`config.mk`:
```
export PLATFORM = sky130hd
export DESIGN_NAME = key_mode_ctrl_flat
export DESIGN_NICKNAME = d
export VERILOG_FILES = /design/src/rtl/key_mode_ctrl_pkg.sv /design/src/rtl/key_mode_ctrl_if.sv /design/src/rtl/key_mode_ctrl_chan.sv /design/src/rtl/key_mode_ctrl.sv /design/src/flat_wrapper.sv
export SDC_FILE = /design/constraint.sdc
export NUM_CORES = 1
export LEC_CHECK = 0
export CAP_MARGIN = 20
export CORE_MARGIN = 3
export CORE_UTILIZATION = 60
export CTS_BUF_LIST = sky130_fd_sc_hd__clkbuf_4
export DETAILED_ROUTE_END_ITERATION = 8
export PLACE_DENSITY = 0.84
export SLEW_MARGIN = 15
export SYNTH_ARGS = -nofsm -noshare
export SYNTH_HDL_FRONTEND = slang
export SYNTH_SLANG_ARGS = --single-unit
```
`constraint.sdc`:
```
create_clock -name sys_clk -period 9.05 [get_ports sys_clk]
set_input_delay 1.3575 -clock sys_clk [delete_from_list [all_inputs] [get_ports sys_clk]]
set_output_delay 1.3575 -clock sys_clk [all_outputs]
set_load 0.01 [all_outputs]
```
`src/rtl/key_mode_ctrl_pkg.sv`:
```
// key_pkg: shared types and defaults for the key front end.
// Holds channel FSM states, 50 MHz timing defaults and the sel->mode map.
package key_pkg;

    typedef enum logic [1:0] {
        ST_IDLE  = 2'd0,
        ST_PRESS = 2'd1,
        ST_HOLD  = 2'd2
    } key_st_t;

    // 20 ms debounce, 1 s long press, 200 ms repeat at 50 MHz
    localparam int unsigned CNT_MAX_DEF  = 999_999;
    localparam int unsigned LONG_MAX_DEF = 49_999_999;
    localparam int unsigned REP_MAX_DEF  = 9_999_999;

    typedef enum logic [1:0] {
        MODE_SINE   = 2'd0,
        MODE_TRI    = 2'd1,
        MODE_SAW    = 2'd2,
        MODE_SQUARE = 2'd3
    } wave_mode_t;

    // One-hot sel (4-key board) to waveform; zero sel falls back to sine
    function automatic wave_mode_t sel_to_mode(input logic [3:0] s);
        wave_mode_t m;
        m = MODE_SINE;
        unique case (1'b1)
            s[0]:    m = MODE_SINE;
            s[1]:    m = MODE_TRI;
            s[2]:    m = MODE_SAW;
            s[3]:    m = MODE_SQUARE;
            default: m = MODE_SINE;
        endcase
        return m;
    endfunction

endpackage

```
`src/rtl/key_mode_ctrl_if.sv`:
```
// key_mode_if: key pins in, debounced events and mode select out.
// master = key_mode_ctrl (drives events), slave = board/consumer side.
interface key_mode_if #(
    parameter int NUM_KEYS = 4
);
    logic [NUM_KEYS-1:0] key;
    logic [NUM_KEYS-1:0] key_press;
    logic [NUM_KEYS-1:0] key_long;
    logic [NUM_KEYS-1:0] key_rep;
    logic [NUM_KEYS-1:0] key_level;
    logic [NUM_KEYS-1:0] sel;
    logic                sel_chg;

    modport master (
        input  key,
        output key_press,
        output key_long,
        output key_rep,
        output key_level,
        output sel,
        output sel_chg
    );

    modport slave (
        output key,
        input  key_press,
        input  key_long,
        input  key_rep,
        input  key_level,
        input  sel,
        input  sel_chg
    );
endinterface

```
`src/rtl/key_mode_ctrl_chan.sv`:
```
// key_chan: one key channel: sync, debounce, IDLE/PRESS/HOLD FSM.
// Ports: sys_clk, rst, key_n (raw, active low) -> level, press, long, rep.
module key_chan
    import key_pkg::*;
#(
    parameter int unsigned CNT_MAX  = CNT_MAX_DEF,
    parameter int unsigned LONG_MAX = LONG_MAX_DEF,
    parameter int unsigned REP_MAX  = REP_MAX_DEF
) (
    input  logic sys_clk,
    input  logic rst,
    input  logic key_n,
    output logic level,
    output logic press,
    output logic long,
    output logic rep
);

    localparam int unsigned HMAX =
        (LONG_MAX > REP_MAX) ? LONG_MAX : REP_MAX;
    localparam int DW = (CNT_MAX > 0) ? $clog2(CNT_MAX + 1) : 1;
    localparam int HW = (HMAX > 0) ? $clog2(HMAX + 1) : 1;

    // Inverted before the flops so a reset synchroniser reads "released";
    // a key held through reset then debounces in as a fresh press.
    logic [1:0]    sync_q;
    logic          sync_lvl;
    logic [DW-1:0] db_cnt;
    logic          level_d;

    assign sync_lvl = sync_q[1];

    always_ff @(posedge sys_clk or posedge rst) begin
        if (rst) begin
            sync_q  <= '0;
            db_cnt  <= '0;
            level   <= 1'b0;
            level_d <= 1'b0;
        end else begin
            sync_q  <= {sync_q[0], ~key_n};
            level_d <= level;
            if (sync_lvl == level) begin
                db_cnt <= '0;
            end else if (db_cnt == DW'(CNT_MAX)) begin
                level  <= ~level;
                db_cnt <= '0;
            end else begin
                db_cnt <= db_cnt + 1'b1;
            end
        end
    end

    logic rise;
    logic fall;

    assign rise = level & ~level_d;
    assign fall = ~level & level_d;

    key_st_t       state;
    key_st_t       state_nxt;
    logic [HW-1:0] hold_cnt;
    logic [HW-1:0] hold_nxt;
    logic          press_nxt;
    logic          long_nxt;
    logic          rep_nxt;
    logic          long_hit;
    logic          rep_hit;

    assign long_hit = (hold_cnt == HW'(LONG_MAX));
    assign rep_hit  = (hold_cnt == HW'(REP_MAX));

    always_ff @(posedge sys_clk or posedge rst) begin
        if (rst) begin
            state    <= ST_IDLE;
            hold_cnt <= '0;
            press    <= 1'b0;
            long     <= 1'b0;
            rep      <= 1'b0;
        end else begin
            state    <= state_nxt;
            hold_cnt <= hold_nxt;
            press    <= press_nxt;
            long     <= long_nxt;
            rep      <= rep_nxt;
        end
    end

    // Release is checked first so it beats a coincident threshold hit.
    always_comb begin
        state_nxt = state;
        unique case (state)
            ST_IDLE: begin
                if (rise)
                    state_nxt = ST_PRESS;
            end
            ST_PRESS: begin
                if (fall)
                    state_nxt = ST_IDLE;
                else if (long_hit)
                    state_nxt = ST_HOLD;
            end
            ST_HOLD: begin
                if (fall)
                    state_nxt = ST_IDLE;
            end
            default: state_nxt = ST_IDLE;
        endcase
    end

    always_comb begin
        hold_nxt  = '0;
        press_nxt = 1'b0;
        long_nxt  = 1'b0;
        rep_nxt   = 1'b0;
        unique case (state)
            ST_IDLE: begin
                press_nxt = rise;
            end
            ST_PRESS: begin
                if (!fall) begin
                    if (long_hit)
                        long_nxt = 1'b1;
                    else
                        hold_nxt = hold_cnt + 1'b1;
                end
            end
            ST_HOLD: begin
                if (!fall) begin
                    if (rep_hit)
                        rep_nxt = 1'b1;
                    else
                        hold_nxt = hold_cnt + 1'b1;
                end
            end
            default: hold_nxt = '0;
        endcase
    end

endmodule

```
`src/rtl/key_mode_ctrl.sv`:
```
// key_mode_ctrl: NUM_KEYS debounced keys plus one-hot mode select.
// Ports: sys_clk, rst (async, high), bus (key_mode_if.master).
module key_mode_ctrl
    import key_pkg::*;
#(
    parameter int unsigned          NUM_KEYS  = 4,
    parameter int unsigned          CNT_MAX   = CNT_MAX_DEF,
    parameter int unsigned          LONG_MAX  = LONG_MAX_DEF,
    parameter int unsigned          REP_MAX   = REP_MAX_DEF,
    parameter logic [NUM_KEYS-1:0]  RESET_SEL = '0
) (
    input  logic       sys_clk,
    input  logic       rst,
    key_mode_if.master bus
);

    logic [NUM_KEYS-1:0] press_v;
    logic [NUM_KEYS-1:0] long_v;
    logic [NUM_KEYS-1:0] rep_v;
    logic [NUM_KEYS-1:0] level_v;

    for (genvar i = 0; i < NUM_KEYS; i++) begin : g_chan
        key_chan #(
            .CNT_MAX  (CNT_MAX),
            .LONG_MAX (LONG_MAX),
            .REP_MAX  (REP_MAX)
        ) u_chan (
            .sys_clk (sys_clk),
            .rst     (rst),
            .key_n   (bus.key[i]),
            .level   (level_v[i]),
            .press   (press_v[i]),
            .long    (long_v[i]),
            .rep     (rep_v[i])
        );
    end

    // Lowest pressed index wins when several presses land together.
    logic [NUM_KEYS-1:0] sel_nxt;
    logic                hit;

    always_comb begin
        sel_nxt = '0;
        hit     = 1'b0;
        for (int i = 0; i < int'(NUM_KEYS); i++) begin
            if (press_v[i] && !hit) begin
                sel_nxt[i] = 1'b1;
                hit        = 1'b1;
            end
        end
    end

    logic [NUM_KEYS-1:0] sel_q;
    logic                sel_chg_q;

    always_ff @(posedge sys_clk or posedge rst) begin
        if (rst) begin
            sel_q     <= RESET_SEL;
            sel_chg_q <= 1'b0;
        end else if (hit) begin
            sel_q     <= sel_nxt;
            sel_chg_q <= (sel_nxt != sel_q);
        end else begin
            sel_chg_q <= 1'b0;
        end
    end

    assign bus.key_press = press_v;
    assign bus.key_long  = long_v;
    assign bus.key_rep   = rep_v;
    assign bus.key_level = level_v;
    assign bus.sel       = sel_q;
    assign bus.sel_chg   = sel_chg_q;

endmodule
```
`src/flat_wrapper.sv`:
```
// flat-port wrapper written by rule: the top's interface ports become plain ports
module key_mode_ctrl_flat import key_pkg::*;
#(
    parameter int unsigned          NUM_KEYS  = 4,
    parameter int unsigned          CNT_MAX   = CNT_MAX_DEF,
    parameter int unsigned          LONG_MAX  = LONG_MAX_DEF,
    parameter int unsigned          REP_MAX   = REP_MAX_DEF,
    parameter logic [NUM_KEYS-1:0]  RESET_SEL = '0
)
  (sys_clk, rst, bus_key, bus_key_press, bus_key_long, bus_key_rep, bus_key_level, bus_sel, bus_sel_chg);
  key_mode_if #(.NUM_KEYS(NUM_KEYS)) bus_i ();
  input  logic sys_clk;
  input  logic rst;
  input wire logic [$bits(bus_i.key)-1:0] bus_key;
  output wire logic [$bits(bus_i.key_press)-1:0] bus_key_press;
  output wire logic [$bits(bus_i.key_long)-1:0] bus_key_long;
  output wire logic [$bits(bus_i.key_rep)-1:0] bus_key_rep;
  output wire logic [$bits(bus_i.key_level)-1:0] bus_key_level;
  output wire logic [$bits(bus_i.sel)-1:0] bus_sel;
  output wire logic [$bits(bus_i.sel_chg)-1:0] bus_sel_chg;
  assign bus_i.key = bus_key;
  assign bus_key_press = bus_i.key_press;
  assign bus_key_long = bus_i.key_long;
  assign bus_key_rep = bus_i.key_rep;
  assign bus_key_level = bus_i.key_level;
  assign bus_sel = bus_i.sel;
  assign bus_sel_chg = bus_i.sel_chg;
  key_mode_ctrl #(.NUM_KEYS(NUM_KEYS), .CNT_MAX(CNT_MAX), .LONG_MAX(LONG_MAX), .REP_MAX(REP_MAX), .RESET_SEL(RESET_SEL)) u_core (.sys_clk(sys_clk), .rst(rst), .bus(bus_i));
endmodule
```
==> impl_metrics.env <==
export IMPL_whs_ns=0.348
export IMPL_die_height_um=148
export IMPL_setup_worst_path_start_class="flip-flop"
export IMPL_dr_total_vias=9757
export IMPL_area_sequential_um2=5630
export IMPL_finalSetupTns_ns=0
export IMPL_placementRows=51
export IMPL_clk_latency_ns=0.68
export IMPL_setup_violations_final=0
export IMPL_chipWidth_um=148
export IMPL_layout_commonest_cell="sky130_fd_sc_hd__dfrtp_1"
export IMPL_fin_nets=1275
export IMPL_post_synth_instance_area_um2=12200
export IMPL_wl_mm=25.7
export IMPL_synth_enable_flop_cells=0
export IMPL_slew_headroom=0.286
export IMPL_fillerInstances=1555
export IMPL_globalRouteOverflowTotal=0
export IMPL_mostFrequentLayoutCells="sky130_fd_sc_hd__dfrtp_1 (225), sky130_fd_sc_hd__clkbuf_4 (83), sky130_fd_sc_hd__nor2_1 (81)"
export IMPL_boundaryPins=27
export IMPL_endpoint_kind="output port"
export IMPL_arrival_ns=1.90
export IMPL_ys_warn_count=0
export IMPL_synth_async_reset_ratio=1.00
export IMPL_hpwl_mm=16.5
export IMPL_post_cts_setup_buffer_count=0
export IMPL_numClockSinks=225
export IMPL_report_final_slew_viol_count=0
export IMPL_initial_core_utilization=0.617
export IMPL_syn2layout_area_growth_pct=8.44
export IMPL_detail_route_antenna_nets=0
export IMPL_cp_buffers_inverters=1
export IMPL_htree_levels=2
export IMPL_power_static_leakage_uw=0.00503
export IMPL_worst_endpoint_required_ns=7.69
export IMPL_ys_flop_type="sky130_fd_sc_hd__dfrtp_1"
export IMPL_buffer_depth_of_the_longest_clock_path=3
export IMPL_path_clk_slew_ns=0.06
export IMPL_yosys_cell_types_count=65
export IMPL_slowest_stage_cell_cp="sky130_fd_sc_hd__clkdlybuf4s50_1"
export IMPL_fin_crit_ns=3.26
export IMPL_postSynthAreaPerCell_um2=9.93
export IMPL_cts_tree="built"
export IMPL_worstMarginPinSlew_ns=1.07
export IMPL_power_density_nw_per_um2=145
export IMPL_port_buffers=26
export IMPL_drt_iter0_drc=725
export IMPL_rsz0062_at_grt="no"
export IMPL_design_die_area_um2=22000
export IMPL_core_um2=19700
export IMPL_globalplace_congestion=0.830
export IMPL_antenna_found_initial=1
export IMPL_finalHoldViolCount=0
export IMPL_vias_per_cell=6.28
export IMPL_ir_drop_mv=0.0939
export IMPL_tritoncts_num_buffers=57
export IMPL_period_utilization_post_route=0.360
export IMPL_timing_critical_path_max_delay_family="buffers and inverters"
export IMPL_global_route_wire_length_before_repair_mm=44.7
export IMPL_synth_ff_latch_count=225
export IMPL_groute_usage_overall=0.238
export IMPL_grt_max_degree=150
export IMPL_cts_repair_resized=0
export IMPL_result_of_the_run="finished, final reports clean"
export IMPL_timing_critical_path_cells="clkdlybuf4s50_1"
export IMPL_worstSetupPathType="flip-flop to output port"
export IMPL_final_layout_size_suffix_gt1_frac=0.104
export IMPL_timing_max_cap_violations=0
export IMPL_worstHoldPathType="flip-flop to flip-flop"
export IMPL_length_of_the_first_detailed_routing_pass_in_iterations=5
export IMPL_netlist_instances=1226
export IMPL_maxClockFrequency_ghz=0.307
export IMPL_cpPeakStageDelay_ns=0.68
export IMPL_multi_input_comb_area_um2=6010
export IMPL_ys_seq_area_frac=0.462
export IMPL_grt_pass1_vias=9571
export IMPL_ctsRootBufferMaster="sky130_fd_sc_hd__clkbuf_4"
export IMPL_critical_path_max_fanout=11
export IMPL_detail_route_wl_per_cell_um=16.6
export IMPL_synthesis_nets=1256
export IMPL_remaining_drc_errors=0
export IMPL_worst_clock_skew_ns=0.0418
export IMPL_post_cts_hold_buffer_count=0
## per-stage QoR
stage	cells	utilization	setup slack (ns)	instance area, um^2	power (uW)
6_report	1553	0.670	5.79	13200	1910
2_1_floorplan	1226	-	1.53	12200	1060
3_5_place_dp	1450	0.632	5.37	12500	1080
3_3_place_gp	1450	0.632	5.37	12500	1070
4_1_cts	1551	0.669	5.74	13200	1940
5_1_grt	1553	0.670	5.68	13200	1990
## synth_stat cells, types with 6 or more instances
library cell / n / share of area
sky130_fd_sc_hd__nor3_1: 22 / 0.0090
sky130_fd_sc_hd__ha_1: 24 / 0.025
sky130_fd_sc_hd__o21ai_0: 40 / 0.016
sky130_fd_sc_hd__xor2_1: 64 / 0.046
sky130_fd_sc_hd__buf_2: 11 / 0.0045
sky130_fd_sc_hd__o31ai_1: 30 / 0.018
sky130_fd_sc_hd__nor4b_1: 6 / 0.0043
sky130_fd_sc_hd__a221oi_2: 10 / 0.012
sky130_fd_sc_hd__nor4_1: 24 / 0.012
sky130_fd_sc_hd__or4_1: 32 / 0.020
sky130_fd_sc_hd__and3_1: 24 / 0.012
sky130_fd_sc_hd__and4_1: 20 / 0.014
sky130_fd_sc_hd__nand2b_1: 11 / 0.0057
sky130_fd_sc_hd__dfrtp_1: 225 / 0.46
sky130_fd_sc_hd__and2_1: 7 / 0.0036
sky130_fd_sc_hd__or3_1: 45 / 0.023
sky130_fd_sc_hd__nand3_1: 59 / 0.024
sky130_fd_sc_hd__or4b_1: 6 / 0.0049
sky130_fd_sc_hd__nand4_1: 61 / 0.031
sky130_fd_sc_hd__a211oi_1: 67 / 0.041
sky130_fd_sc_hd__inv_1: 44 / 0.014
sky130_fd_sc_hd__nand2_1: 71 / 0.022
sky130_fd_sc_hd__xnor2_1: 43 / 0.031
sky130_fd_sc_hd__a21oi_1: 31 / 0.013
sky130_fd_sc_hd__nor2_1: 81 / 0.025
sky130_fd_sc_hd__clkbuf_1: 41 / 0.013
sky130_fd_sc_hd__a221oi_1: 31 / 0.022
sky130_fd_sc_hd__buf_4: 19 / 0.012
## final cells by class
class | count | share of cell area
Antenna cell | 1 | 0.000190
Clock buffer | 83 | 0.0472
Clock inverter | 18 | 0.00739
Inverter | 48 | 0.0142
Multi-Input combinational cell | 880 | 0.455
Sequential cell | 225 | 0.427
Tap cell | 265 | 0.0251
Timing Repair Buffer | 33 | 0.0240
## report_power, final
group,internal (uW),total (uW),leakage [uW],switching (uW)
registers,1010,1020,0.00312,5.19
logic,8.63,38.4,0.00149,29.8
clock network,448,856,0.000430,408
total,1470,1910,0.00503,443
## flip-flops by register name, indices dropped and copies added (netlist names)
name                           count
u_core.bus.sel_chg                 1
u_core.g_chan.u_chan.press         4
u_core.g_chan.u_chan.rep           4
u_core.g_chan.u_chan.db_cnt       80
u_core.g_chan.u_chan.state         8
u_core.g_chan.u_chan.sync_q        8
u_core.g_chan.u_chan.level         4
u_core.bus.sel                     4
u_core.g_chan.u_chan.hold_cnt    104
u_core.g_chan.u_chan.long          4
u_core.g_chan.u_chan.level_d       4
## cell families (layout without fill, tap and decap cells)
group,Yosys count,in the layout,synth area share
DFF,225,225,0.462
and+or+nand+nor,502,502,0.238
other,0,1,0
buffers and inverters,121,182,0.0450
muxes,4,4,0.00370
adders and majority gates,24,24,0.0247
xor gates and xnor gates,107,107,0.0770
AOI/OAI and AO/OA,243,243,0.149
## metal layers
layer	vias to the layer above	part of all wire	track usage
li1	4689	-	-
met1	4792	0.45	0.322
met4	0	0.021	0.0827
met2	220	0.49	0.390
met5	-	0	0
met3	56	0.043	0.0402
## final timing paths
check,start,to,slack (ns),cells after the start
setup / recovery,u_core.g_chan[0].u_chan.press$_DFF_PP0_,bus_key_press[0],5.79,1
hold / removal,u_core.g_chan[2].u_chan.sync_q[0]$_DFF_PP0_,u_core.g_chan[2].u_chan.sync_q[1]$_DFF_PP0_,0.35,0
setup reg to reg,u_core.g_chan[2].u_chan.hold_cnt[0]$_DFF_PP0_,u_core.g_chan[2].u_chan.hold_cnt[24]$_DFF_PP0_,6.15,5
hold reg to reg,u_core.g_chan[2].u_chan.sync_q[0]$_DFF_PP0_,u_core.g_chan[2].u_chan.sync_q[1]$_DFF_PP0_,0.35,0
max in group asynchronous,rst,u_core.g_chan[0].u_chan.db_cnt[16]$_DFF_PP0_,6.15,3
min in group asynchronous,rst,u_core.g_chan[2].u_chan.sync_q[1]$_DFF_PP0_,1.34,2
Power figures use the tool's default switching activity.
